==> src/rtl/cbuf_pkg.sv <==
// cbuf_pkg: shared read-state encoding, default sizing and the wrap-around add
// used by both the read and write sides of the circular column buffer.
package cbuf_pkg;

  typedef enum logic [1:0] {
    ST_IDLE  = 2'd0,
    ST_FETCH = 2'd1,
    ST_VALID = 2'd2
  } rd_state_e;

  localparam int unsigned CBUF_COLUMNS = 32;
  localparam int unsigned CBUF_PTR_W   = $clog2(CBUF_COLUMNS);
  localparam int unsigned CBUF_CNT_W   = CBUF_PTR_W + 1;

  // (a + b) mod cols, assuming both operands are already below cols
  function automatic int unsigned mod_add(input int unsigned a, input int unsigned b,
                                          input int unsigned cols);
    int unsigned sum;
    sum = a + b;
    if (sum >= cols) begin
      return sum - cols;
    end else begin
      return sum;
    end
  endfunction

endpackage

==> src/rtl/cbuf_read_ctrl_ptr_wrap_add.sv <==
// ptr_wrap_add: pointer-width (a + b) mod COLUMNS; b must be below COLUMNS.
module ptr_wrap_add
  import cbuf_pkg::*;
#(
  parameter  int unsigned COLUMNS = 32,
  localparam int unsigned PTR_W   = $clog2(COLUMNS)
) (
  input  logic [PTR_W-1:0] i_a,
  input  logic [PTR_W-1:0] i_b,
  output logic [PTR_W-1:0] o_sum
);

  assign o_sum = PTR_W'(mod_add(32'(i_a), 32'(i_b), COLUMNS));

endmodule

==> src/rtl/cbuf_read_ctrl.sv <==
// cbuf_read_ctrl: read side of the circular column buffer; pops PAR_READ entries per beat
// onto a valid/ready port. Define CBUF_RD_FLUSH_EN to add partial-group flush (flush/out_mask).
module cbuf_read_ctrl
  import cbuf_pkg::*;
#(
  parameter  int unsigned COLUMNS    = 32,
  parameter  int unsigned PAR_READ   = 4,
  parameter  int unsigned DATA_WIDTH = 16,
  localparam int unsigned PTR_W      = $clog2(COLUMNS),
  localparam int unsigned CNT_W      = PTR_W + 1
) (
  input  logic                           clk,
  input  logic                           rst,
  input  logic [PTR_W-1:0]               write_ptr,
  output logic [PTR_W-1:0]               read_ptr,
  output logic                           rd_en,
  output logic [PAR_READ*PTR_W-1:0]      rd_addr,
  input  logic [PAR_READ*DATA_WIDTH-1:0] rd_data,
  output logic                           out_valid,
  input  logic                           out_ready,
`ifdef CBUF_RD_FLUSH_EN
  input  logic                           flush,
  output logic [PAR_READ-1:0]            out_mask,
`endif
  output logic [PAR_READ*DATA_WIDTH-1:0] out_data
);

  localparam logic [CNT_W-1:0] COLS_C = CNT_W'(COLUMNS);
  localparam logic [CNT_W-1:0] PAR_C  = CNT_W'(PAR_READ);

  rd_state_e                     r_state, w_state_next;
  logic [PTR_W-1:0]              r_read_ptr, w_ptr_next, w_n;
  logic [CNT_W-1:0]              w_avail;
  logic                          w_issue, w_load, r_valid, w_valid_next;
  logic [PAR_READ-1:0]           r_pend_mask, w_mask_new;
  logic [PAR_READ*DATA_WIDTH-1:0] r_out_data, w_capture;

  // occupancy; the writer never fills the last slot, so WP==RP is unambiguously empty
  always_comb begin
    if (write_ptr >= r_read_ptr) begin
      w_avail = {1'b0, write_ptr} - {1'b0, r_read_ptr};
    end else begin
      w_avail = {1'b0, write_ptr} + COLS_C - {1'b0, r_read_ptr};
    end
  end

  // next state, issue decision and pop size
  always_comb begin
    w_state_next = r_state;
    w_issue      = 1'b0;
    w_n          = PTR_W'(PAR_READ);
    w_mask_new   = '1;
    w_load       = 1'b0;
    w_valid_next = r_valid;
    case (r_state)
      ST_IDLE: begin
        if (w_avail >= PAR_C) begin
          w_issue      = 1'b1;
          w_state_next = ST_FETCH;
        end
`ifdef CBUF_RD_FLUSH_EN
        else if (flush && (w_avail != '0)) begin
          w_issue      = 1'b1;
          w_n          = w_avail[PTR_W-1:0];
          w_state_next = ST_FETCH;
          for (int i = 0; i < PAR_READ; i++) begin
            w_mask_new[i] = (CNT_W'(i) < w_avail);
          end
        end
`endif
        else begin
          w_state_next = ST_IDLE;
        end
      end
      ST_FETCH: begin
        w_load       = 1'b1;
        w_valid_next = 1'b1;
        w_state_next = ST_VALID;
      end
      ST_VALID: begin
        if (out_ready) begin
          w_valid_next = 1'b0;
          if (w_avail >= PAR_C) begin
            w_issue      = 1'b1;
            w_state_next = ST_FETCH;
          end else begin
            w_state_next = ST_IDLE;
          end
        end else begin
          w_state_next = ST_VALID;
        end
      end
      default: begin
        w_state_next = ST_IDLE;
        w_valid_next = 1'b0;
      end
    endcase
  end

  // lanes beyond a partial pop are forced to zero
  always_comb begin
    w_capture = '0;
    for (int i = 0; i < PAR_READ; i++) begin
      if (r_pend_mask[i]) begin
        w_capture[i*DATA_WIDTH +: DATA_WIDTH] = rd_data[i*DATA_WIDTH +: DATA_WIDTH];
      end else begin
        w_capture[i*DATA_WIDTH +: DATA_WIDTH] = '0;
      end
    end
  end

  for (genvar g = 0; g < PAR_READ; g++) begin : g_lane
    ptr_wrap_add #(.COLUMNS(COLUMNS)) u_lane_add (
      .i_a  (r_read_ptr),
      .i_b  (PTR_W'(g)),
      .o_sum(rd_addr[g*PTR_W +: PTR_W])
    );
  end

  ptr_wrap_add #(.COLUMNS(COLUMNS)) u_ptr_adv (
    .i_a  (r_read_ptr),
    .i_b  (w_n),
    .o_sum(w_ptr_next)
  );

  // read_ptr moves in the issue cycle, after the memory has sampled the lane addresses
  always_ff @(posedge clk or posedge rst) begin
    if (rst) begin
      r_state     <= ST_IDLE;
      r_read_ptr  <= '0;
      r_valid     <= 1'b0;
      r_out_data  <= '0;
      r_pend_mask <= '0;
    end else begin
      r_state <= w_state_next;
      r_valid <= w_valid_next;
      if (w_issue) begin
        r_read_ptr  <= w_ptr_next;
        r_pend_mask <= w_mask_new;
      end
      if (w_load) begin
        r_out_data <= w_capture;
      end
    end
  end

`ifdef CBUF_RD_FLUSH_EN
  logic [PAR_READ-1:0] r_out_mask;

  // lane-valid mask travels with the captured group
  always_ff @(posedge clk or posedge rst) begin
    if (rst) begin
      r_out_mask <= '0;
    end else if (w_load) begin
      r_out_mask <= r_pend_mask;
    end
  end

  assign out_mask = r_out_mask;
`endif

  assign rd_en     = w_issue & ~rst;
  assign read_ptr  = r_read_ptr;
  assign out_valid = r_valid;
  assign out_data  = r_out_data;

endmodule

==> config.mk <==
export PLATFORM = sky130hd
export DESIGN_NAME = cbuf_read_ctrl
export DESIGN_NICKNAME = d
export VERILOG_FILES = /design/src/rtl/cbuf_pkg.sv /design/src/rtl/cbuf_read_ctrl_ptr_wrap_add.sv /design/src/rtl/cbuf_read_ctrl.sv
export SDC_FILE = /design/constraint.sdc
export NUM_CORES = 1
export LEC_CHECK = 0
export ABC_AREA = 0
export CAP_MARGIN = 20
export CORE_MARGIN = 10
export CORE_UTILIZATION = 43
export CTS_BUF_LIST = sky130_fd_sc_hd__clkbuf_4 sky130_fd_sc_hd__clkbuf_8 sky130_fd_sc_hd__clkbuf_16
export DETAILED_ROUTE_END_ITERATION = 8
export PLACE_DENSITY = 0.95
export SYNTH_ARGS = -nofsm -noshare
export SYNTH_HDL_FRONTEND = slang
export SYNTH_SLANG_ARGS = --single-unit
==> constraint.sdc <==
create_clock -name clk -period 6.2 [get_ports clk]
set_input_delay 0.93 -clock clk [delete_from_list [all_inputs] [get_ports clk]]
set_output_delay 0.93 -clock clk [all_outputs]
set_load 0.01 [all_outputs]
# [Word level (Yosys, flattened, before mapping)]
# Index checks and enable logic that the tools add are counted.
[totals] ff_bits=73 out_inout_bits=91
[op_classes] add_sub_neg=12 order_cmp=7 n_eq_ne=3 n_mux=19 bitwise=3 n_reduce_logical=2
[ops] cell="2-to-1 mux 16 bit" count=4
[ops] cell="2-to-1 mux 5 bit" count=5
[ops] cell="subtractor 5 x 1 -> 5 bit (second input constant)" count=5
[ops] cell="greater-or-equal comparator 6 bit (second input constant)" count=4
[ops] cell="adder 5 x 2 -> 6 bit (second input constant)" count=2
[ops] cell="adder 5 x 1 -> 6 bit (second input constant)" count=1
[ops] cell="adder 5 x 3 -> 6 bit (second input constant)" count=1
[ops] cell="adder 5 x 6 -> 6 bit (second input constant)" count=1
[ops] cell="greater-or-equal comparator 5 x 6 -> 1 bit (second input constant)" count=1
[ops] cell="greater-or-equal comparator 6 x 3 -> 1 bit (second input constant)" count=1
[ops] cell="2-to-1 mux 6 bit" count=1
[ops] cell="one-hot mux 2 bit (3 select lines)" count=1
[ops] cell="subtractor 5 x 5 -> 6 bit" count=1
[ops] cell="subtractor 6 x 5 -> 6 bit" count=1
[ops] cell="greater-or-equal comparator 5 bit" count=1
[ops] cell="2-to-1 mux 1 bit" count=5
[ops] cell="one-hot mux 1 bit (3 select lines)" count=1
[ops] cell="== test 2 x 1 -> 1 bit (second input constant)" count=1
[ops] cell="== test 2 bit (second input constant)" count=1
[ops] cell="logical NOT 2 bit" count=1
[ops] cell="2-to-1 mux 2 bit" count=1
[ops] cell="!= test 2 bit (second input constant)" count=1
[ops] cell="inverter 1 bit" count=2
[ops] cell="one-hot mux 1 bit (2 select lines)" count=1
[ops] cell="other kinds (2)" count=2

# [Logic depth before layout (Yosys ltp)]
[logic_depth] ltp_word=8 depth_mapped=9

# [Cells and area by module]
# Synthesis repeated with hierarchy kept, for this count alone.
[unflattened] cells_unflattened=451 area_unflattened_um2=3965.1
[by_module_without_submodules] module="cbuf_read_ctrl" instances=1 cells_each=356 area_per_inst_um2=3170.5 seq_area_each_um2=1826.8
[by_module_without_submodules] module="ptr_wrap_add" instances=5 cells_each=19 area_per_inst_um2=158.9 seq_area_each_um2=0.0

# [Worst setup path after synthesis]
# No wires, ideal clock.
[synth_path] kind="input to output" startpoint="in write_ptr[2]" endpoint="out rd_en" t_arrival_ns=2.464 required_time_ns=5.270 slack_ns=2.806 cell_stages=9 path_buffers=0 path_cell_list="inv_1 ha_1 inv_1 fa_1 fa_1 nor2_2 o211ai_2 o21ai_4 nor2_1"
[synth_between] elab_chain_len=8
[synth_lines] item="start: declaration" line_no="cbuf_read_ctrl.sv:14" text="input logic [PTR_W-1:0] write_ptr,"
[synth_lines] item="adder 5 x 6 -> 6 bit" line_no="cbuf_read_ctrl.sv:43" text="w_avail = {1'b0, write_ptr} + COLS_C - {1'b0, r_read_ptr};"
[synth_lines] item="subtractor 6 x 5 -> 6 bit" line_no="cbuf_read_ctrl.sv:43"
[synth_lines] item="2-to-1 mux 6 bit *" line_no="cbuf_read_ctrl.sv:40" text="if (write_ptr >= r_read_ptr) begin"
[synth_lines] item="greater-or-equal comparator 6 x 3 -> 1 bit *" line_no="cbuf_read_ctrl.sv:57, cbuf_read_ctrl.sv:83"
[synth_lines] item="2-to-1 mux 1 bit *" line_no="cbuf_read_ctrl.sv:57, cbuf_read_ctrl.sv:83"
[synth_lines] item="2-to-1 mux 1 bit" line_no="cbuf_read_ctrl.sv:81" text="if (out_ready) begin"
[synth_lines] item="one-hot mux 1 bit (2 select lines) *" line_no="cbuf_read_ctrl.sv:55" text="case (r_state)"
[synth_lines] item="AND 1 bit *" line_no="cbuf_read_ctrl.sv:162" text="assign rd_en = w_issue & ~rst;"
[synth_lines] item="end: declaration" line_no="cbuf_read_ctrl.sv:16" text="output logic rd_en,"
# Mark *: on every way between the ends. The rest lies on a longest branch, timed or not.

# [Worst setup path in the final report]
# Ends and elaborated chain as after synthesis.

==> results.cfg <==
[status]
status = finished clean

[clock_tree]
clk_pin_slew_ns = 0.07
clock_sinks = 71
post-cts-setup-buffers = 0
hold_buffers = 0
cts_tree = done
cts_root_buf = clkbuf_8
cts_buffers = 9
clock_path_buffers = 2
clkLatencyLatePin_ns = 0.33
cts_resized = 0
cts-htree-levels = 3

[power_and_ir_drop]
power_density_mw_per_mm2 = 501
combPwrFrac_pct = 51.6
internal-power_mw = 1.50
p_leak_nw = 2.24
switchingPower_uw = 879
clkPwrFrac_pct = 13.6
p_seq_share_pct = 34.9
swShare_pct = 37.0
peakVddDrop_mv = 0.344

[synth]
synth_flop_cell = dfrtp_1
muxShareOfSynthArea_pct = 0.481
yosysUniqueCellTypes = 25
syn_area_mm2 = 0.00312
synth_xor_area_share_pct = 0.562
synth_area_per_cell_um2 = 9.17
yosys_register_bits = 71
yosysWarnings = 0
synth_area_leaders = dfrtp_1, nand2_1, o21ai_1
synth_compound_gate_area_share_pct = 12.6
synthArstFlopShare_pct = 100
synth_top_area_share_pct = 57.0
netlist_top_cells_count = nand2_1, dfrtp_1, o21ai_1
yosysTopAreaCell = dfrtp_1
syn_inst = 340
synth_edf_count = 0
synth_fa_ha_area_share_pct = 2.89
synth.most_common_cell = nand2_1
synth_top_family_by_area = simple AND/OR/NAND/NOR gates
ys_seq_area_share_pct = 57.0
yosys.area_share.simple_pct = 16.9

[die]
pin_count = 163
die_h_um = 105
die_w_um = 105
start_util_pct = 45.2
rows = 30
dieArea_mm2 = 0.0111
core_area_mm2 = 0.00691

[timing]
fin_ws_ns = 1.79
grt_setup_unrepaired = no
layout_min_cycle_time_ns = 4.41
tightest_slew_ns = 0.887
finalSetupViolations = 0
final_hold_viol_count = 0
slew_headroom_pct = 40.9
drv_slew = 0
tns_ns = 0
final.period_utilization_pct = 71.1
skew_ns = 0.00864
clock.fmax_mhz = 227

[global_route]
grt_pass1_wl_um = 14400
grt_max_degree = 72
antenna_found_initial = 0
track_usage_pct = 16.0
overflow = 0
grt_pass1_vias = 2756

[placed_design]
hpwl_um = 6840
port_buffers = 152
routabilityCongestion = 0.713
detailedPlace.worstSlack_ns = 1.82

[critical_path]
rr_endpoint = read_ptr[3]
worstPathRequired_ns = 5.27
r2r_slack_ns = 3.70
crit_fanout = 5
reg2reg_from = read_ptr[2]
reg2regPathDepth = 8
crit_type = input port to primary output
arrival_ns = 3.48
start_kind = input port
setup.worst_path.end_class = primary output

[finish]
drive_above_1_share_pct = 5.47
fin_nets = 549
diodes = 0
synthToLayoutAreaGrowth_pct = 52.1

[routing]
drc_errors = 0
via_per_inst = 4.66
drt_wl_total_um = 9040
drt_iter0_drc = 54
drtAntennaViolNets = 0
dr_total_vias = 2661
drtPass1Iterations = 4
avgRoutedWirePerCell_um = 15.8

[min_path]
min-delay-start = out_data[17]
hold_class = flop to flop
hold_depth = 2
hold_end = out_data[17]

[run]
maxCapViolCount = 0
[worst max-delay path: stages]
cell             delay (ns)
clkdlybuf4s50_1        0.40
inv_1                  0.06
ha_1                   0.14
inv_1                  0.07
fa_1                   0.40
fa_1                   0.47
nor2_2                 0.11
o211ai_2               0.13
o21ai_4                0.22
nor2_1                 0.07
clkdlybuf4s50_1        0.49
[cell type report]
class	instances	area, µm²
Timing Repair Buffer	155	1560
Sequential cell	71	1780
Inverter	7	26.3
Clock inverter	4	22.5
Multi-Input combinational cell	227	1090
Fill cell	522	2160
Tap cell	96	120
Clock buffer	11	145
[registers in the layout (all words and copies together) (netlist names)]
signal / cells
out_data: 64
read_ptr: 3
r_state: 2
out_valid: 1
r_pend_mask: 1
[worst max path at each step]
stage	from	endpoint	slack [ns]	cells after the start
after detailed placement	write_ptr[2]	rd_en	1.82	11
after floorplan	write_ptr[2]	rd_en	2.81	9
after global routing	write_ptr[2]	rd_en	1.68	11
final	write_ptr[2]	rd_en	1.79	11
after CTS	write_ptr[2]	rd_en	1.82	11
after global placement	write_ptr[2]	rd_en	1.87	11
[power groups by stage]
stage / logic [mW] / clock network [mW] / registers (mW)
after CTS: 1.25 / 0.331 / 0.828
after global placement: 1.20 / 0 / 0.819
after detailed placement: 1.24 / 0 / 0.836
after floorplan: 0.528 / 0 / 0.928
final: 1.23 / 0.322 / 0.828
after global routing: 1.34 / 0.355 / 0.859
[through the flow]
step | hold slack [ns] | util [%] | instance area (µm²) | total power [mW] | cells
5_1_grt | 0.507 | 68.7 | 4740 | 2.56 | 571
4_1_cts | 0.485 | 68.3 | 4720 | 2.41 | 570
3_5_place_dp | 0.469 | 65.9 | 4550 | 2.08 | 555
6_report | 0.483 | 68.7 | 4740 | 2.38 | 571
2_1_floorplan | 0.473 | - | 3150 | 1.46 | 348
3_3_place_gp | 0.460 | 65.9 | 4550 | 2.02 | 555
[cells in the final DEF, fill, tap and decap left out, types with 2 or more instances in the layout]
cell and n:
clkbuf_8 10, nand2_1 130, clkinv_2 3, fa_1 2
clkdlybuf4s50_1 152, conb_1 10, xnor2_1 2, inv_1 6
dfrtp_1 70, buf_4 2, ha_1 4, nor2_1 2
o21ai_1 54, o21ai_0 11
[layer usage]
metal	global-route usage, %	part of all wire (%)	vias to the layer above
met5	0	0	-
met4	6.08	1.6	0
met3	8.29	10	15
met2	26.4	48	110
met1	17.1	40	1222
li1	-	-	1314
[cells by family after synthesis]
family          Yosys count
simple gates            136
other cells               2
flops                    71
buf+inv                  50
compound gates           72
mux                       1
xor+xnor                  2
fa+ha+maj                 6
No activity file was read; power rests on OpenSTA's default activity.
